[src/rtl/wb_grf_if.sv]
// Bus between the pipeline and the general register file: W-stage retire inputs,
// D-stage read ports and the write-back/forwarding outputs.
interface wb_grf_if;
  logic [31:0] instr_W;
  logic [31:0] PC_W;
  logic [31:0] ALU_W;
  logic [31:0] DM_W;
  logic [31:0] MDU_W;
  logic [4:0]  rs_addr_D;
  logic [4:0]  rt_addr_D;
  logic [31:0] rs_data_D;
  logic [31:0] rt_data_D;
  logic        wb_we_W;
  logic [4:0]  wb_addr_W;
  logic [31:0] wb_data_W;
  logic [31:0] retired_cnt;

  modport master (
    output instr_W, PC_W, ALU_W, DM_W, MDU_W, rs_addr_D, rt_addr_D,
    input  rs_data_D, rt_data_D, wb_we_W, wb_addr_W, wb_data_W, retired_cnt
  );

  modport slave (
    input  instr_W, PC_W, ALU_W, DM_W, MDU_W, rs_addr_D, rt_addr_D,
    output rs_data_D, rt_data_D, wb_we_W, wb_addr_W, wb_data_W, retired_cnt
  );
endinterface

[src/rtl/wb_grf.sv]
// W-stage write-back decode, load extension and 32x32 register file with a retire counter.
// Define GRF_BYPASS_EN to forward the same-cycle write-back value onto the D-stage read ports.
module wb_grf (
  input  logic     clk,
  input  logic     reset,
  wb_grf_if.slave  bus
);

  logic [5:0]  opcode;
  logic [5:0]  funct;
  logic [4:0]  rt_field;
  logic [4:0]  rd_field;
  logic [4:0]  dst_addr;
  logic        sel_load;
  logic        sel_mdu;
  logic        sel_jal;
  logic [15:0] half_sel;
  logic [7:0]  byte_sel;
  logic [31:0] load_data;
  logic [31:0] wb_data;
  logic        wb_we;

  logic [31:0] regs_reg [32];
  logic [31:0] retired_cnt_reg;

  assign opcode   = bus.instr_W[31:26];
  assign funct    = bus.instr_W[5:0];
  assign rt_field = bus.instr_W[20:16];
  assign rd_field = bus.instr_W[15:11];

  // Destination decode; anything not listed (jr, mult/div, mthi/mtlo, branches,
  // stores, bubbles, unknown codes) leaves dst_addr at 0, which means no write.
  always_comb begin
    dst_addr = 5'd0;
    sel_load = 1'b0;
    sel_mdu  = 1'b0;
    sel_jal  = 1'b0;
    case (opcode)
      6'h00: begin
        case (funct)
          6'h20, 6'h22, 6'h24, 6'h25, 6'h2A, 6'h2B: dst_addr = rd_field;
          6'h10, 6'h12: begin
            dst_addr = rd_field;
            sel_mdu  = 1'b1;
          end
          default: dst_addr = 5'd0;
        endcase
      end
      6'h08, 6'h0C, 6'h0D, 6'h0F: dst_addr = rt_field;
      6'h20, 6'h21, 6'h23: begin
        dst_addr = rt_field;
        sel_load = 1'b1;
      end
      6'h03: begin
        dst_addr = 5'd31;
        sel_jal  = 1'b1;
      end
      default: dst_addr = 5'd0;
    endcase
  end

  // Load extension: DM_W is the raw aligned word, the low address bits pick the lane.
  always_comb begin
    half_sel = bus.ALU_W[1] ? bus.DM_W[31:16] : bus.DM_W[15:0];
    case (bus.ALU_W[1:0])
      2'd0:    byte_sel = bus.DM_W[7:0];
      2'd1:    byte_sel = bus.DM_W[15:8];
      2'd2:    byte_sel = bus.DM_W[23:16];
      default: byte_sel = bus.DM_W[31:24];
    endcase
    case (opcode)
      6'h20:   load_data = {{24{byte_sel[7]}}, byte_sel};
      6'h21:   load_data = {{16{half_sel[15]}}, half_sel};
      default: load_data = bus.DM_W;
    endcase
  end

  assign wb_data = sel_load ? load_data :
                   sel_mdu  ? bus.MDU_W :
                   sel_jal  ? bus.PC_W + 32'd8 :
                              bus.ALU_W;
  assign wb_we   = (dst_addr != 5'd0);

  assign bus.wb_we_W     = wb_we;
  assign bus.wb_addr_W   = dst_addr;
  assign bus.wb_data_W   = wb_data;
  assign bus.retired_cnt = retired_cnt_reg;

  // Reset wins over any write presented in the same cycle; $0 is never targeted
  // because wb_we excludes address 0.
  always_ff @(posedge clk) begin
    if (reset) begin
      for (int i = 0; i < 32; i++) begin
        regs_reg[i] <= 32'd0;
      end
    end else if (wb_we) begin
      regs_reg[dst_addr] <= wb_data;
    end
  end

  always_ff @(posedge clk) begin
    if (reset) begin
      retired_cnt_reg <= 32'd0;
    end else if (bus.instr_W != 32'd0) begin
      retired_cnt_reg <= retired_cnt_reg + 32'd1;
    end
  end

  logic [4:0]  rd_addr [2];
  logic [31:0] rd_data [2];

  assign rd_addr[0]    = bus.rs_addr_D;
  assign rd_addr[1]    = bus.rt_addr_D;
  assign bus.rs_data_D = rd_data[0];
  assign bus.rt_data_D = rd_data[1];

  genvar gi;
  generate
    for (gi = 0; gi < 2; gi++) begin : g_read
      logic [31:0] stored;
      assign stored = (rd_addr[gi] == 5'd0) ? 32'd0 : regs_reg[rd_addr[gi]];
`ifdef GRF_BYPASS_EN
      assign rd_data[gi] = (wb_we && (rd_addr[gi] == dst_addr)) ? wb_data : stored;
`else
      assign rd_data[gi] = stored;
`endif
    end
  endgenerate

endmodule

[src/flat_wrapper.sv]
// flat-port wrapper written by rule: the top's interface ports become plain ports
module wb_grf_flat 
  (clk, reset, bus_instr_W, bus_PC_W, bus_ALU_W, bus_DM_W, bus_MDU_W, bus_rs_addr_D, bus_rt_addr_D, bus_rs_data_D, bus_rt_data_D, bus_wb_we_W, bus_wb_addr_W, bus_wb_data_W, bus_retired_cnt);
  wb_grf_if bus_i ();
  input  logic clk;
  input  logic reset;
  input wire logic [$bits(bus_i.instr_W)-1:0] bus_instr_W;
  input wire logic [$bits(bus_i.PC_W)-1:0] bus_PC_W;
  input wire logic [$bits(bus_i.ALU_W)-1:0] bus_ALU_W;
  input wire logic [$bits(bus_i.DM_W)-1:0] bus_DM_W;
  input wire logic [$bits(bus_i.MDU_W)-1:0] bus_MDU_W;
  input wire logic [$bits(bus_i.rs_addr_D)-1:0] bus_rs_addr_D;
  input wire logic [$bits(bus_i.rt_addr_D)-1:0] bus_rt_addr_D;
  output wire logic [$bits(bus_i.rs_data_D)-1:0] bus_rs_data_D;
  output wire logic [$bits(bus_i.rt_data_D)-1:0] bus_rt_data_D;
  output wire logic [$bits(bus_i.wb_we_W)-1:0] bus_wb_we_W;
  output wire logic [$bits(bus_i.wb_addr_W)-1:0] bus_wb_addr_W;
  output wire logic [$bits(bus_i.wb_data_W)-1:0] bus_wb_data_W;
  output wire logic [$bits(bus_i.retired_cnt)-1:0] bus_retired_cnt;
  assign bus_i.instr_W = bus_instr_W;
  assign bus_i.PC_W = bus_PC_W;
  assign bus_i.ALU_W = bus_ALU_W;
  assign bus_i.DM_W = bus_DM_W;
  assign bus_i.MDU_W = bus_MDU_W;
  assign bus_i.rs_addr_D = bus_rs_addr_D;
  assign bus_i.rt_addr_D = bus_rt_addr_D;
  assign bus_rs_data_D = bus_i.rs_data_D;
  assign bus_rt_data_D = bus_i.rt_data_D;
  assign bus_wb_we_W = bus_i.wb_we_W;
  assign bus_wb_addr_W = bus_i.wb_addr_W;
  assign bus_wb_data_W = bus_i.wb_data_W;
  assign bus_retired_cnt = bus_i.retired_cnt;
  wb_grf u_core (.clk(clk), .reset(reset), .bus(bus_i));
endmodule
[config.mk]
export PLATFORM = sky130hd
export DESIGN_NAME = wb_grf_flat
export DESIGN_NICKNAME = d
export VERILOG_FILES = /design/src/rtl/wb_grf_if.sv /design/src/rtl/wb_grf.sv /design/src/flat_wrapper.sv
export SDC_FILE = /design/constraint.sdc
export NUM_CORES = 2
export LEC_CHECK = 0
export CORE_UTILIZATION = 47
export CTS_CLUSTER_DIAMETER = 60
export DETAILED_ROUTE_END_ITERATION = 8
export MAX_ROUTING_LAYER = met4
export PLACE_DENSITY = 0.65
export SYNTH_ARGS = -nofsm -noshare
export SYNTH_HDL_FRONTEND = slang
export SYNTH_SLANG_ARGS = --single-unit
[constraint.sdc]
create_clock -name clk -period 14.8 [get_ports clk]
set_input_delay 2.22 -clock clk [delete_from_list [all_inputs] [get_ports clk]]
set_output_delay 2.22 -clock clk [all_outputs]
set_load 0.02 [all_outputs]
Word level (Yosys, flattened, before mapping)
Memory sizes are Yosys's and may differ from the RTL's. Cells that the tools add are included.

Bits in registers: 32. Memory bits (writable): 1024. Input bits: 172. Output and inout port bits: 134. Logic and storage cells: 55. Memories kept: 1.

Memories: u_core.regs_reg (depth 32, bits a word 32, rd ports 2, clocked after memory_dff 0, wr ports 32, line wb_grf.sv:23) `logic [31:0] regs_reg [32];`.

$add $sub $neg: 2. Equality and inequality tests: 18. Mux-type cells: 22. Reduce and logical (&&, ||, !) cells: 11.

Operator list (number): 32-bit 2-to-1 mux (6); 32-bit one-hot mux with 2 select lines (1); 6-bit equality test (second input constant) (9); 32-bit by 1-bit adder with 32-bit output (second input constant) (1); 32-bit by 4-bit adder with 32-bit output (second input constant) (1); 32-bit nonzero test (1); 32-bit OR reduction (1); 6-bit by 4-bit equality test with 1-bit output (second input constant) (4); 8-bit one-hot mux with 3 select lines (1); 16-bit 2-to-1 mux (1); 5-bit one-hot mux with 3 select lines (1); 6-bit by 5-bit equality test with 1-bit output (second input constant) (2); 5-bit zero test (2); 1-bit 2-to-1 mux (10); 5-bit 2-to-1 mux (2); 8-bit OR reduction (1); 7-bit OR reduction (1); 6-bit by 2-bit equality test with 1-bit output (second input constant) (1); 6-bit zero test (1); 5-bit nonzero test (1); 3-bit OR reduction (1); 2-bit by 1-bit equality test with 1-bit output (second input constant) (1); 2-bit equality test (second input constant) (1); 2-bit zero test (1); 2-bit OR reduction (1).

Logic depth before layout (Yosys ltp)
Depth after elaboration: 10. Mapped depth: 12.

Worst setup path after synthesis
OpenSTA, ideal clock, no wires.

Path type: input-to-reg. Start point: in bus_instr_W[27]. End point: mem u_core.regs_reg[23][0] (enable). Library setup time: 0.470 ns. Arrival time: 6.431 ns. Setup slack: 7.900 ns. Cell stages on the path: 11. Cells stage by stage: buf_2 -> nor4b_1 -> o41ai_4 -> buf_6 -> nor2_4 -> a21oi_2 -> inv_2 -> buf_2 -> nand3_2 -> buf_2 -> o31ai_1.

RTL lines: from (decl) (line flat_wrapper.sv:7) `input wire logic [$bits(bus_i.instr_W)-1:0] bus_instr_W;`; to (decl) (line wb_grf.sv:23).

Worst setup path in the final report
Start point: in bus_rs_addr_D[1]. End point: out bus_rs_data_D[8].

Longest elaborated chain between the ends: 2.

Ends and longest elaborated chain: from (decl) (line flat_wrapper.sv:12) `input wire logic [$bits(bus_i.rs_addr_D)-1:0] bus_rs_addr_D;`; memory read 32 x 32 bit / 5-bit zero test (equally long branches); 32-bit 2-to-1 mux (*) (line wb_grf.sv:121) `assign stored = (rd_addr[gi] == 5'd0) ? 32'd0 : regs_reg[rd_addr[gi]];`; to (decl) (line flat_wrapper.sv:14) `output wire logic [$bits(bus_i.rs_data_D)-1:0] bus_rs_data_D;`.

Mark *: on every way between the ends. The rest lies on a longest branch, timed or not.

==> metrics.yaml <==
outcome:
  status: "finished clean"
cts:
  numCtsBuffers: 115
  cts-root-buf: "clkbuf_16"
  clock-sinks: 1056
  clk_pin_slew_worst_paths_ns: 0.06
  cts.repair.resized: 0
  clock_path_buffers: 3
  hold_buffers: 0
  clk_latency_ns: 0.76
  cts_max_level: 3
  postCtsSetupBuffers: 0
  cts_tree: "yes"
setup_path:
  timing.critical_path.mode_cell: "mux4_2"
  crit_type: "input pin to output pin"
  timing.rr.start: "u_core.bus.retired_cnt[7]"
  path_buf_inv: 4
  cp.arrival_ns: 6.87
  cp_max_fo: 128
  cp_data_required_time_ns: 12.58
  cpLargestDelayFamily: "buffers and inverters"
  cpMaxStageDelayCell: "buf_4"
  cp-end-kind: "output pin"
  cp-startpoint: "bus_rs_addr_D[1]"
  crit_chain: "buf_8, buf_12, buf_4, mux4_2, mux4_2, mux2i_1, nor2_1, clkdlybuf4s50_1"
  cpPeakStageDelay_ns: 0.71
  startpoint_type: "input pin"
floorplan:
  rows: 127
  die_area_um2: 123000
  start_util_pct: 47.6
  dieWidth_um: 351
  io_pins: 306
  die_y_um: 351
  core_area_um2: 120000
power:
  p_total_mw: 7.62
  p_per_area_nw_per_um2: 115
  vdd.ir_drop.worst_uv: 107
  power.leakage_nw: 20.8
sta:
  drv_slew: 0
  fin_ws_ns: 5.71
  finalSetupViolCount: 0
  max_freq_mhz: 110
  slew_headroom_pct: 14.8
  tightestPinTransition_ns: 1.28
  fin_skew_ns: 0.00532
  hold_viol: 0
  min_period_ns: 9.09
  fin_tns_setup_ns: 0
  fin_crit_sh_pct: 61.4
  rsz0062_at_grt: "false"
route:
  postRouteAntennaNets: 0
  first_pass_iters: 9
  route.vias.total: 41500
  dr.first_iter.drc_count: 7028
  viasPerCell: 7.17
  wirelength_um: 215000
  routedWlPerCell_um: 37.1
  drc: 0
run:
  max_cap_violations: 0
logic_synthesis:
  seq_area_frac_synth_pct: 54.7
  dominantRegCellSynth: "edfxtp_1"
  yosysWarnings: 0
  ys_seq_elements: 1056
  ys_top_cells_by_area: "edfxtp_1 54%, mux4_2 25%, nor3_1 6.1%, nor2_1 2.6%, clkbuf_1 1.8%"
  synth_area_um2: 57400
  ys_types: 81
  synth_common_cells: "1,024 x edfxtp_1, 698 x nor3_1, 646 x mux4_2"
  synth_most_common_cell: "edfxtp_1"
  avgSynthCellArea_um2: 14.5
  synth_edf_count: 1024
  yosys.area.top_type: "edfxtp_1"
  netlist_instances: 3956
  synth_top_area_share_pct: 53.6
  async_reset_ff_share_pct: 0
placed_design:
  pre_cts_slack_ns: 5.65
  portBuffers: 305
  place.gp.congestion: 0.938
  dpl.hpwl_um: 129000
  place_area_um2: 62300
global_routing:
  grt_pass1_vias: 40300
  overflow: 0
  grt_pass1_wl_um: 301000
  antenna_found_initial: 10
  grt_usage_pct: 36.0
  grt_max_degree: 129
hold_path:
  hold_path_class: "flip-flop to flip-flop"
  min_from: "u_core.bus.retired_cnt[5]"
finish:
  design_area_um2: 66100
  regArea_um2: 31400
  area_growth_pct: 15.1
  drive_above_1_share_pct: 25.9
  fin_nets: 4241
  n_fill_cell: 9823
  largest_reg_flops: 1024
  final_util_pct: 54.9
  multi_input_area_um2: 24600
## worst paths after layout
path | to | slack [ns] | cells past startpoint
worst max-delay path | bus_rs_data_D[8] | 5.71 | 8
worst min-delay path | u_core.bus.retired_cnt[5] | 0.50 | 2
worst max register to register | u_core.bus.retired_cnt[27] | 12.64 | 6
worst min register to register | u_core.bus.retired_cnt[5] | 0.50 | 2
## cell families after synthesis
kind of cell    Yosys count  share of synthesized area [%]
simple gates           1402                           11.8
mux                     731                           26.9
buf+inv                 530                           3.75
xor+xnor                 36                          0.549
other cells               1                        0.00654
fa+ha+maj                 2                         0.0436
flops                  1056                           54.7
compound gates          198                           2.30
## through the flow
stage	hold WS, ns	cells
floorplan	0.566	3987
global placement	0.479	5562
detailed placement	0.499	5562
CTS	0.506	5770
global route	0.545	5783
finish	0.500	5784
## power by group
| group | switching, mW | leakage, nW | total, mW | internal [mW] |
|---|---|---|---|---|
| combinational | 0.686 | 8.97 | 1.18 | 0.495 |
| sequential | 0.0808 | 10.0 | 3.52 | 3.43 |
| clock | 1.27 | 1.83 | 2.93 | 1.66 |
| total | 2.04 | 20.8 | 7.62 | 5.59 |
## area by class of cell
type                       instances  area share (%)
inverter                          55           0.316
sequential                      1056            47.5
antenna                           14          0.0530
clock buffer                     133            4.46
timing repair buffer             438            6.18
tap                             1612            3.05
clock inverter                    75            1.26
multi-input combinational       2401            37.2
## layer usage
metal	vias up	GRT usage [%]	routed length, um
met5	-	-	0
met4	0	17.3	11600
met3	563	9.91	29800
met2	3554	52.4	97800
met1	21200	46.8	75300
li1	16100	-	-
## worst reg2reg max path: stages (launching register included)
cell	delay (ns)
dfxtp_1	0.40
and4_1	0.26
nand4_1	0.25
or2_2	0.50
nor4_1	0.39
xnor2_1	0.17
nor2_1	0.05
## placed cells by master (no fill, tap or decap), drive strengths merged, types with 70 or more instances in the layout
master	count
nor2	421
nand2	80
edfxtp	1024
nor3	698
mux2i	78
o21ai	70
mux4	646
clkbuf	133
buf	144
clkdlybuf4s50	294
(Power assumes the default switching activity.)
